==> src/rtl/pipeline_hazard_ctrl_if.sv <==
// Hazard-controller bundle: hazard inputs from ID/EX/MEM plus register-control outputs.
// Combinational interface only; no storage of its own.
// No backpressure; the controller answers every cycle.
//
// Modports:
//   master - pipeline side: drives hazard inputs, receives stall/bubble/flush controls
//   slave  - controller side: the mirror image of master
interface pipeline_hazard_ctrl_if #(
    parameter int REG_AW = 5
);
    logic [REG_AW-1:0] id_rs1;
    logic [REG_AW-1:0] id_rs2;
    logic              id_use_rs1;
    logic              id_use_rs2;
    logic [REG_AW-1:0] ex_rd;
    logic              ex_memread;
    logic              ex_br_taken;
    logic              mem_req;
    logic              mem_ready;
    logic              err_clr;

    logic              pc_stall;
    logic              if_id_stall;
    logic              id_ex_stall;
    logic              ex_mem_stall;
    logic              id_ex_bubble;
    logic              mem_wb_bubble;
    logic              if_id_flush;
    logic              id_ex_flush;
    logic              mem_timeout_err;
    logic [1:0]        state;

    modport master (
        output id_rs1, id_rs2, id_use_rs1, id_use_rs2, ex_rd, ex_memread,
               ex_br_taken, mem_req, mem_ready, err_clr,
        input  pc_stall, if_id_stall, id_ex_stall, ex_mem_stall, id_ex_bubble,
               mem_wb_bubble, if_id_flush, id_ex_flush, mem_timeout_err, state
    );

    modport slave (
        input  id_rs1, id_rs2, id_use_rs1, id_use_rs2, ex_rd, ex_memread,
               ex_br_taken, mem_req, mem_ready, err_clr,
        output pc_stall, if_id_stall, id_ex_stall, ex_mem_stall, id_ex_bubble,
               mem_wb_bubble, if_id_flush, id_ex_flush, mem_timeout_err, state
    );
endinterface

==> src/rtl/pipeline_hazard_ctrl.sv <==
// Stall/flush sequencer for the 5-stage pipeline: load-use stall, branch squash, dmem freeze.
// Zero latency: every control output is combinational from state and current inputs.
// Freezes all stages while a dmem access is outstanding, bounded by MEM_TIMEOUT cycles.
//
// Ports: clk, rst_n (async active-low); hz (slave modport) carries the hazard inputs
// and the stage-register controls. Optional macro HAZ_PERF_CNT_EN adds the saturating
// counters stall_cycles[31:0] (cycles with any stall) and flush_count[15:0] (if_id_flush cycles).
module pipeline_hazard_ctrl #(
    parameter int REG_AW      = 5,
    parameter int MEM_TIMEOUT = 16,
    parameter int CNT_W       = 5
) (
    input  logic                 clk,
    input  logic                 rst_n,
    pipeline_hazard_ctrl_if.slave hz
`ifdef HAZ_PERF_CNT_EN
    ,
    output logic [31:0]          stall_cycles,
    output logic [15:0]          flush_count
`endif
);

    typedef enum logic [1:0] {
        RUN      = 2'd0,
        MEM_WAIT = 2'd1,
        FLUSH    = 2'd2,
        UNUSED   = 2'd3
    } state_t;

    localparam logic [REG_AW-1:0] X0      = '0;
    localparam logic [CNT_W-1:0]  TMO_MAX = CNT_W'(MEM_TIMEOUT);

    state_t           state_q, state_d;
    logic [CNT_W-1:0] tmo_cnt_q, tmo_cnt_d;
    logic             flush_pend_q, flush_pend_d;
    logic             err_q, err_d;
    logic             tmo_set;

    logic             load_use;
    logic             mem_hold;

    // x0 is hard-wired zero, so a load targeting it never creates a dependency.
    assign load_use = hz.ex_memread && (hz.ex_rd != X0) &&
                      ((hz.id_use_rs1 && (hz.id_rs1 == hz.ex_rd)) ||
                       (hz.id_use_rs2 && (hz.id_rs2 == hz.ex_rd)));
    assign mem_hold = hz.mem_req && !hz.mem_ready;

    always_comb begin
        hz.pc_stall      = 1'b0;
        hz.if_id_stall   = 1'b0;
        hz.id_ex_stall   = 1'b0;
        hz.ex_mem_stall  = 1'b0;
        hz.id_ex_bubble  = 1'b0;
        hz.mem_wb_bubble = 1'b0;
        hz.if_id_flush   = 1'b0;
        hz.id_ex_flush   = 1'b0;
        state_d          = state_q;
        tmo_cnt_d        = '0;
        flush_pend_d     = flush_pend_q;
        tmo_set          = 1'b0;

        case (state_q)
            RUN: begin
                if (mem_hold) begin
                    hz.pc_stall      = 1'b1;
                    hz.if_id_stall   = 1'b1;
                    hz.id_ex_stall   = 1'b1;
                    hz.ex_mem_stall  = 1'b1;
                    hz.mem_wb_bubble = 1'b1;
                    state_d          = MEM_WAIT;
                    tmo_cnt_d        = CNT_W'(1);
                    // The branch is frozen in EX; squash once memory releases.
                    if (hz.ex_br_taken) begin
                        flush_pend_d = 1'b1;
                    end
                end else if (hz.ex_br_taken) begin
                    // ID holds a wrong-path instruction, so any load-use match is moot.
                    hz.if_id_flush = 1'b1;
                    hz.id_ex_flush = 1'b1;
                end else if (load_use) begin
                    hz.pc_stall     = 1'b1;
                    hz.if_id_stall  = 1'b1;
                    hz.id_ex_bubble = 1'b1;
                end
            end

            MEM_WAIT: begin
                if (hz.ex_br_taken) begin
                    flush_pend_d = 1'b1;
                end
                if (hz.mem_ready || (tmo_cnt_q == TMO_MAX)) begin
                    // Release: either the access completed or it gave up.
                    tmo_set = !hz.mem_ready;
                    state_d = (flush_pend_q || hz.ex_br_taken) ? FLUSH : RUN;
                end else begin
                    hz.pc_stall      = 1'b1;
                    hz.if_id_stall   = 1'b1;
                    hz.id_ex_stall   = 1'b1;
                    hz.ex_mem_stall  = 1'b1;
                    hz.mem_wb_bubble = 1'b1;
                    tmo_cnt_d        = tmo_cnt_q + CNT_W'(1);
                end
            end

            FLUSH: begin
                hz.if_id_flush = 1'b1;
                hz.id_ex_flush = 1'b1;
                flush_pend_d   = 1'b0;
                state_d        = RUN;
            end

            default: begin
                state_d      = RUN;
                flush_pend_d = 1'b0;
            end
        endcase

        // A new timeout outranks a simultaneous clear request.
        if (tmo_set) begin
            err_d = 1'b1;
        end else if (hz.err_clr) begin
            err_d = 1'b0;
        end else begin
            err_d = err_q;
        end
    end

    always_ff @(posedge clk or negedge rst_n) begin
        if (!rst_n) begin
            state_q      <= RUN;
            tmo_cnt_q    <= '0;
            flush_pend_q <= 1'b0;
            err_q        <= 1'b0;
        end else begin
            state_q      <= state_d;
            tmo_cnt_q    <= tmo_cnt_d;
            flush_pend_q <= flush_pend_d;
            err_q        <= err_d;
        end
    end

    assign hz.mem_timeout_err = err_q;
    assign hz.state           = state_q;

`ifdef HAZ_PERF_CNT_EN
    logic [31:0] stall_cycles_q;
    logic [15:0] flush_count_q;

    always_ff @(posedge clk or negedge rst_n) begin
        if (!rst_n) begin
            stall_cycles_q <= '0;
            flush_count_q  <= '0;
        end else begin
            if ((hz.pc_stall || hz.if_id_stall || hz.id_ex_stall || hz.ex_mem_stall) &&
                (stall_cycles_q != '1)) begin
                stall_cycles_q <= stall_cycles_q + 32'd1;
            end
            if (hz.if_id_flush && (flush_count_q != '1)) begin
                flush_count_q <= flush_count_q + 16'd1;
            end
        end
    end

    assign stall_cycles = stall_cycles_q;
    assign flush_count  = flush_count_q;
`endif

endmodule

==> src/flat_wrapper.sv <==
// flat-port wrapper written by rule: the top's interface ports become plain ports
module pipeline_hazard_ctrl_flat 
#(
    parameter int REG_AW      = 5,
    parameter int MEM_TIMEOUT = 16,
    parameter int CNT_W       = 5
)
  (clk, rst_n, hz_id_rs1, hz_id_rs2, hz_id_use_rs1, hz_id_use_rs2, hz_ex_rd, hz_ex_memread, hz_ex_br_taken, hz_mem_req, hz_mem_ready, hz_err_clr, hz_pc_stall, hz_if_id_stall, hz_id_ex_stall, hz_ex_mem_stall, hz_id_ex_bubble, hz_mem_wb_bubble, hz_if_id_flush, hz_id_ex_flush, hz_mem_timeout_err, hz_state);
  pipeline_hazard_ctrl_if #(.REG_AW(REG_AW)) hz_i ();
  input  logic clk;
  input  logic rst_n;
  input wire logic [$bits(hz_i.id_rs1)-1:0] hz_id_rs1;
  input wire logic [$bits(hz_i.id_rs2)-1:0] hz_id_rs2;
  input wire logic [$bits(hz_i.id_use_rs1)-1:0] hz_id_use_rs1;
  input wire logic [$bits(hz_i.id_use_rs2)-1:0] hz_id_use_rs2;
  input wire logic [$bits(hz_i.ex_rd)-1:0] hz_ex_rd;
  input wire logic [$bits(hz_i.ex_memread)-1:0] hz_ex_memread;
  input wire logic [$bits(hz_i.ex_br_taken)-1:0] hz_ex_br_taken;
  input wire logic [$bits(hz_i.mem_req)-1:0] hz_mem_req;
  input wire logic [$bits(hz_i.mem_ready)-1:0] hz_mem_ready;
  input wire logic [$bits(hz_i.err_clr)-1:0] hz_err_clr;
  output wire logic [$bits(hz_i.pc_stall)-1:0] hz_pc_stall;
  output wire logic [$bits(hz_i.if_id_stall)-1:0] hz_if_id_stall;
  output wire logic [$bits(hz_i.id_ex_stall)-1:0] hz_id_ex_stall;
  output wire logic [$bits(hz_i.ex_mem_stall)-1:0] hz_ex_mem_stall;
  output wire logic [$bits(hz_i.id_ex_bubble)-1:0] hz_id_ex_bubble;
  output wire logic [$bits(hz_i.mem_wb_bubble)-1:0] hz_mem_wb_bubble;
  output wire logic [$bits(hz_i.if_id_flush)-1:0] hz_if_id_flush;
  output wire logic [$bits(hz_i.id_ex_flush)-1:0] hz_id_ex_flush;
  output wire logic [$bits(hz_i.mem_timeout_err)-1:0] hz_mem_timeout_err;
  output wire logic [$bits(hz_i.state)-1:0] hz_state;
  assign hz_i.id_rs1 = hz_id_rs1;
  assign hz_i.id_rs2 = hz_id_rs2;
  assign hz_i.id_use_rs1 = hz_id_use_rs1;
  assign hz_i.id_use_rs2 = hz_id_use_rs2;
  assign hz_i.ex_rd = hz_ex_rd;
  assign hz_i.ex_memread = hz_ex_memread;
  assign hz_i.ex_br_taken = hz_ex_br_taken;
  assign hz_i.mem_req = hz_mem_req;
  assign hz_i.mem_ready = hz_mem_ready;
  assign hz_i.err_clr = hz_err_clr;
  assign hz_pc_stall = hz_i.pc_stall;
  assign hz_if_id_stall = hz_i.if_id_stall;
  assign hz_id_ex_stall = hz_i.id_ex_stall;
  assign hz_ex_mem_stall = hz_i.ex_mem_stall;
  assign hz_id_ex_bubble = hz_i.id_ex_bubble;
  assign hz_mem_wb_bubble = hz_i.mem_wb_bubble;
  assign hz_if_id_flush = hz_i.if_id_flush;
  assign hz_id_ex_flush = hz_i.id_ex_flush;
  assign hz_mem_timeout_err = hz_i.mem_timeout_err;
  assign hz_state = hz_i.state;
  pipeline_hazard_ctrl #(.REG_AW(REG_AW), .MEM_TIMEOUT(MEM_TIMEOUT), .CNT_W(CNT_W)) u_core (.clk(clk), .rst_n(rst_n), .hz(hz_i));
endmodule
==> config.mk <==
export PLATFORM = sky130hd
export DESIGN_NAME = pipeline_hazard_ctrl_flat
export DESIGN_NICKNAME = d
export VERILOG_FILES = /design/src/rtl/pipeline_hazard_ctrl_if.sv /design/src/rtl/pipeline_hazard_ctrl.sv /design/src/flat_wrapper.sv
export SDC_FILE = /design/constraint.sdc
export NUM_CORES = 1
export LEC_CHECK = 0
export ABC_AREA = 0
export CAP_MARGIN = 5
export CORE_UTILIZATION = 50
export DETAILED_ROUTE_END_ITERATION = 10
export DONT_BUFFER_PORTS = 1
export GPL_TIMING_DRIVEN = 1
export MAX_ROUTING_LAYER = met4
export SLEW_MARGIN = 20
export SYNTH_ARGS = -nofsm -noshare
export SYNTH_HDL_FRONTEND = slang
export SYNTH_SLANG_ARGS = --single-unit
==> constraint.sdc <==
create_clock -name clk -period 3.7 [get_ports clk]
set_clock_uncertainty 0.15 [all_clocks]
set_input_delay 0.555 -clock clk [delete_from_list [all_inputs] [get_ports clk]]
set_output_delay 0.555 -clock clk [all_outputs]
set_load 0.005 [all_outputs]
# Word-level counts from Yosys, hierarchy flattened
# Index checks and enable logic that the tools add are counted.
# totals
word_cells,51
in_bits,24
output_inout_bits,11
reg_bits,9
# classes
reduce_logical,13
add_sub_neg,1
n_eq_ne,7
mux,26
# ops
operator,n
1-bit two-way mux,16
5-bit == test,2
5-bit one-hot mux with 2 select lines,1
1-bit one-hot mux with 2 select lines,4
2-bit two-way mux,3
"5-bit by 1-bit adder with 5-bit output, second input constant",1
"5-bit == test, second input constant",1
1-bit logical AND,5
5-bit two-way mux,1
5-bit nonzero test,1
"2-bit by 1-bit != test with 1-bit output, second input constant",2
2-bit one-hot mux with 2 select lines,1
1-bit logical OR,3
"2-bit by 1-bit == test with 1-bit output, second input constant",1
"2-bit == test, second input constant",1
2-bit zero test,1
2-bit AND reduction,1
2-bit nonzero test,1
1-bit zero test,1

# Longest topological paths before layout
# depth
ltp_word,8
depth_mapped,6
ltp_nobuf,5

# Least setup slack after synthesis
# OpenSTA, ideal clock, no wires.
# synth_path
path_kind,in2out
startpoint,in hz_ex_rd[1]
endpoint,out hz_pc_stall
arrival_time_ns,1.521
cell_stages,4
slack_ns,1.474
t_required_ns,2.995
path_buffers,1
cell_sequence,or4_1 > o21ai_0 > o21bai_1 > buf_4
# synth_between
elab_chain_cells,8
elab_cells_between_ends,12
cone_classes,2 x eq/ne; 4 x mux; 6 x reduce/logical
# synth_rtl
item,line,rtl
from (decl),flat_wrapper.sv:16,input wire logic [$bits(hz_i.ex_rd)-1:0] hz_ex_rd;
"5-bit == test, on equally long branches","pipeline_hazard_ctrl.sv:44, pipeline_hazard_ctrl.sv:45",
"1-bit logical AND, on equally long branches","pipeline_hazard_ctrl.sv:44, pipeline_hazard_ctrl.sv:45",
1-bit logical OR,pipeline_hazard_ctrl.sv:44,((hz.id_use_rs1 && (hz.id_rs1 == hz.ex_rd)) ||
1-bit logical AND *,pipeline_hazard_ctrl.sv:43,assign load_use = hz.ex_memread && (hz.ex_rd != X0) &&
1-bit two-way mux * (3 in series),n/a,
1-bit one-hot mux with 2 select lines *,n/a,
to (decl),flat_wrapper.sv:22,output wire logic [$bits(hz_i.pc_stall)-1:0] hz_pc_stall;
# Every way passes the cells marked *; elsewhere a longest branch is shown, timed or not.

# Final worst setup path
# layout_path
startpoint,reg u_core.tmo_cnt_q[0]
endpoint,out hz_pc_stall
# layout_between
elab_chain_cells,4
# layout_rtl
item,line,rtl
from (decl),pipeline_hazard_ctrl.sv:34,"logic [CNT_W-1:0] tmo_cnt_q, tmo_cnt_d;"
from (signal assigned),pipeline_hazard_ctrl.sv:136,tmo_cnt_q <= tmo_cnt_d;
5-bit == test,pipeline_hazard_ctrl.sv:91,if (hz.mem_ready || (tmo_cnt_q == TMO_MAX)) begin
1-bit logical OR,pipeline_hazard_ctrl.sv:91,
1-bit two-way mux,n/a,
1-bit one-hot mux with 2 select lines,n/a,
# Every way passes these cells.

==> flow_summary.json <==
{
  "port-buffer-count": 0,
  "cp-end-kind": "output pin",
  "yosys_warnings": 0,
  "hp-class": "input port to flip-flop",
  "leakagePower_nw": 0.264,
  "area.growth.synth_to_final_pct": 2.12,
  "worst_slew_pin_slew_ns": 0.418,
  "grt_pass1_wl_mm": 1.74,
  "dr.pass1.iters": 2,
  "syn-mean-instance-area_um2": 9.16,
  "synth-adder-area-share": 0.0385,
  "path_class": "flip-flop to output pin",
  "critPathBufInv": 1,
  "drc": 0,
  "dp.final_hpwl_um": 881,
  "drv_slew": 0,
  "seq_area_um2": 225,
  "crit_fanout": 4,
  "synth_nets": 97,
  "place_congestion": 0.737,
  "clk_pin_slew_ns": 0.06,
  "rsz0062_at_grt": "no",
  "diodes": 0,
  "synth_xor_area_frac": 0.175,
  "ant_nets": 0,
  "core_area_um2": 1160,
  "synthTopCellsByCount": "nor2_1, xor2_1, dfrtp_1",
  "ys_top_cells_by_area": "dfrtp_1, xor2_1, nor2_1",
  "h-tree-depth": 1,
  "drive_gt1_frac": 0.0714,
  "synth_top_family_by_area": "simple AND/OR/NAND/NOR gates",
  "seq_area_frac_synth": 0.346,
  "via_per_inst": 5.67,
  "fillCellCount": 104,
  "cts_resized": 0,
  "status": "completed",
  "multiInputGateArea_um2": 370,
  "cts_buffers": 3,
  "synth_seq_cells": 9,
  "critical-path-top-delay-family": "compound AO/OA/AOI/OAI gates",
  "fp.dieH_um": 38.1,
  "synth_edf_count": 0,
  "tns_ns": 0,
  "io_pins": 35,
  "finish.net_count": 97,
  "slew_headroom": 0.721,
  "antenna_found_initial": 0,
  "syn_area_um2": 651,
  "synthArstFlopShare": 1.00,
  "dieWidth_um": 38.1,
  "cp.required_ns": 2.99,
  "cts_tree": "yes",
  "min_period_ns": 2.47,
  "max_cap_violations": 0,
  "finalSetupViolCount": 0,
  "dp.cells": 79,
  "grt_max_degree": 13,
  "wirelength_mm": 1.12,
  "hold_viol": 0,
  "rows": 12,
  "ys.flop_type": "dfrtp_1",
  "syn_inst": 71,
  "drt_iter0_drc": 20,
  "slowest_stage": "a2111oi_4",
  "synth.top_cell.area_share": 0.346,
  "cts_sinks": 9,
  "slowest_delay_ns": 0.48,
  "ir_drop_mv": 0.322,
  "yosys.area_share.simple": 0.233,
  "wl_per_cell_um": 13.4,
  "ys_types": 27,
  "cts_root_buf": "clkbuf_4",
  "path_cells": "inv_1, ha_1, and3_4, a2111oi_4, o21bai_1",
  "vias": 476,
  "cts_buffer_depth": 2,
  "yosys.area.top_type": "dfrtp_1",
  "clk_latency_ns": 0.26,
  "synthMuxAreaShare": 0,
  "track_usage": 0.182,
  "grt_pass1_vias": 408,
  "initial_core_util": 0.563,
  "synth_compound_area_frac": 0.123,
  "cp.arrival_ns": 1.76,
  "grt_overflow": 0,
  "pwr_density_cell_nw_per_um2": 348,
  "period_share": 0.668,
  "clock.fmax_mhz": 405,
  "cp-start-kind": "flip-flop",
  "die_area_um2": 1450,
  "instances_no_fill": 84
}
sequential cells by signal, summed over array words and instances (netlist names):
| name | cells |
|---|---|
| u_core.tmo_cnt_q | 5 |
| u_core.hz.state | 2 |
| u_core.flush_pend_q | 1 |
| u_core.hz.mem_timeout_err | 1 |
metrics by stage:
step | utilization | worst slack [ns] | hold slack (ns) | total power, W | cell area [um^2]
after floorplan | - | 1.47 | 0.109 | 0.000160 | 651
after global placement | 0.543 | 1.52 | 0.110 | 0.000157 | 628
after detailed placement | 0.543 | 1.49 | 0.110 | 0.000158 | 628
after CTS | 0.575 | 1.21 | 0.208 | 0.000237 | 664
after global routing | 0.575 | 1.08 | 0.201 | 0.000252 | 664
final | 0.575 | 1.23 | 0.219 | 0.000231 | 664
path summary, 6_finish.rpt:
path | cells after the start | slack (ns) | start | end
max in group asynchronous | 1 | 2.59 | rst_n | u_core.tmo_cnt_q[1]
min in group asynchronous | 1 | 0.51 | rst_n | u_core.hz.state[0]
hold / removal | 1 | 0.22 | hz_mem_ready | u_core.hz.state[0]
setup / recovery | 5 | 1.23 | u_core.tmo_cnt_q[0] | hz_pc_stall
hold reg to reg | 2 | 0.36 | u_core.flush_pend_q | u_core.flush_pend_q
setup reg to reg | 4 | 2.23 | u_core.tmo_cnt_q[0] | u_core.hz.state[0]
cell families (layout without fill, tap and decap cells):
logic type	count (synthesis)	in the layout
AOI/OAI and AO/OA	9	9
and+or+nand+nor	28	28
adders and majority gates	2	2
xor gates and xnor gates	13	13
DFF	9	9
buffers and inverters	10	9
worst register-to-register path: cells and delay by family, from the launching register on:
kind / cells / cell delay [ns]
adder cells (fa/ha/maj): 1 / 0.21
AO/OA/AOI/OAI: 1 / 0.39
buffers and inverters: 1 / 0.07
flip-flops: 1 / 0.37
AND/OR/NAND/NOR: 1 / 0.17
placed cells by master (no fill, tap or decap), types with 2 or more instances in the layout:
master    Yosys  layout
o21ai_0       2       2
nor3_1        2       2
nor2_1       10      10
clkbuf_4      0       3
nor4_1        2       2
xor2_1       10      10
dfrtp_1       9       9
nor4b_1       2       2
inv_1         4       4
ha_1          2       2
nand3_1       4       4
xnor2_1       3       3
nor2b_1       3       3
where the power goes:
group / total, W / switching (W) / internal (W)
Clock: 0.0000736 / 0.0000321 / 0.0000414
Sequential: 0.000118 / 0.0000120 / 0.000106
Combinational: 0.0000396 / 0.0000203 / 0.0000193
metal layers:
layer	vias to the layer above	track usage	wire length, um
met5	-	-	0
met4	0	0	0
met3	0	0.116	104
met2	26	0.237	488
met1	210	0.250	528
li1	240	-	-
layout make-up:
class                           instances  share of cell area
Timing Repair Buffer                    1              0.0151
Sequential cell                         9               0.339
Tap cell                               14              0.0264
Inverter                                4              0.0226
Clock buffer                            4              0.0395
Multi-Input combinational cell         52               0.557
timing repair:
item                      CTS  global route
hold buffers                1             0
setup buffers               0             0
hold endpoints to repair    9             0
No activity file was read; power rests on OpenSTA's default activity.
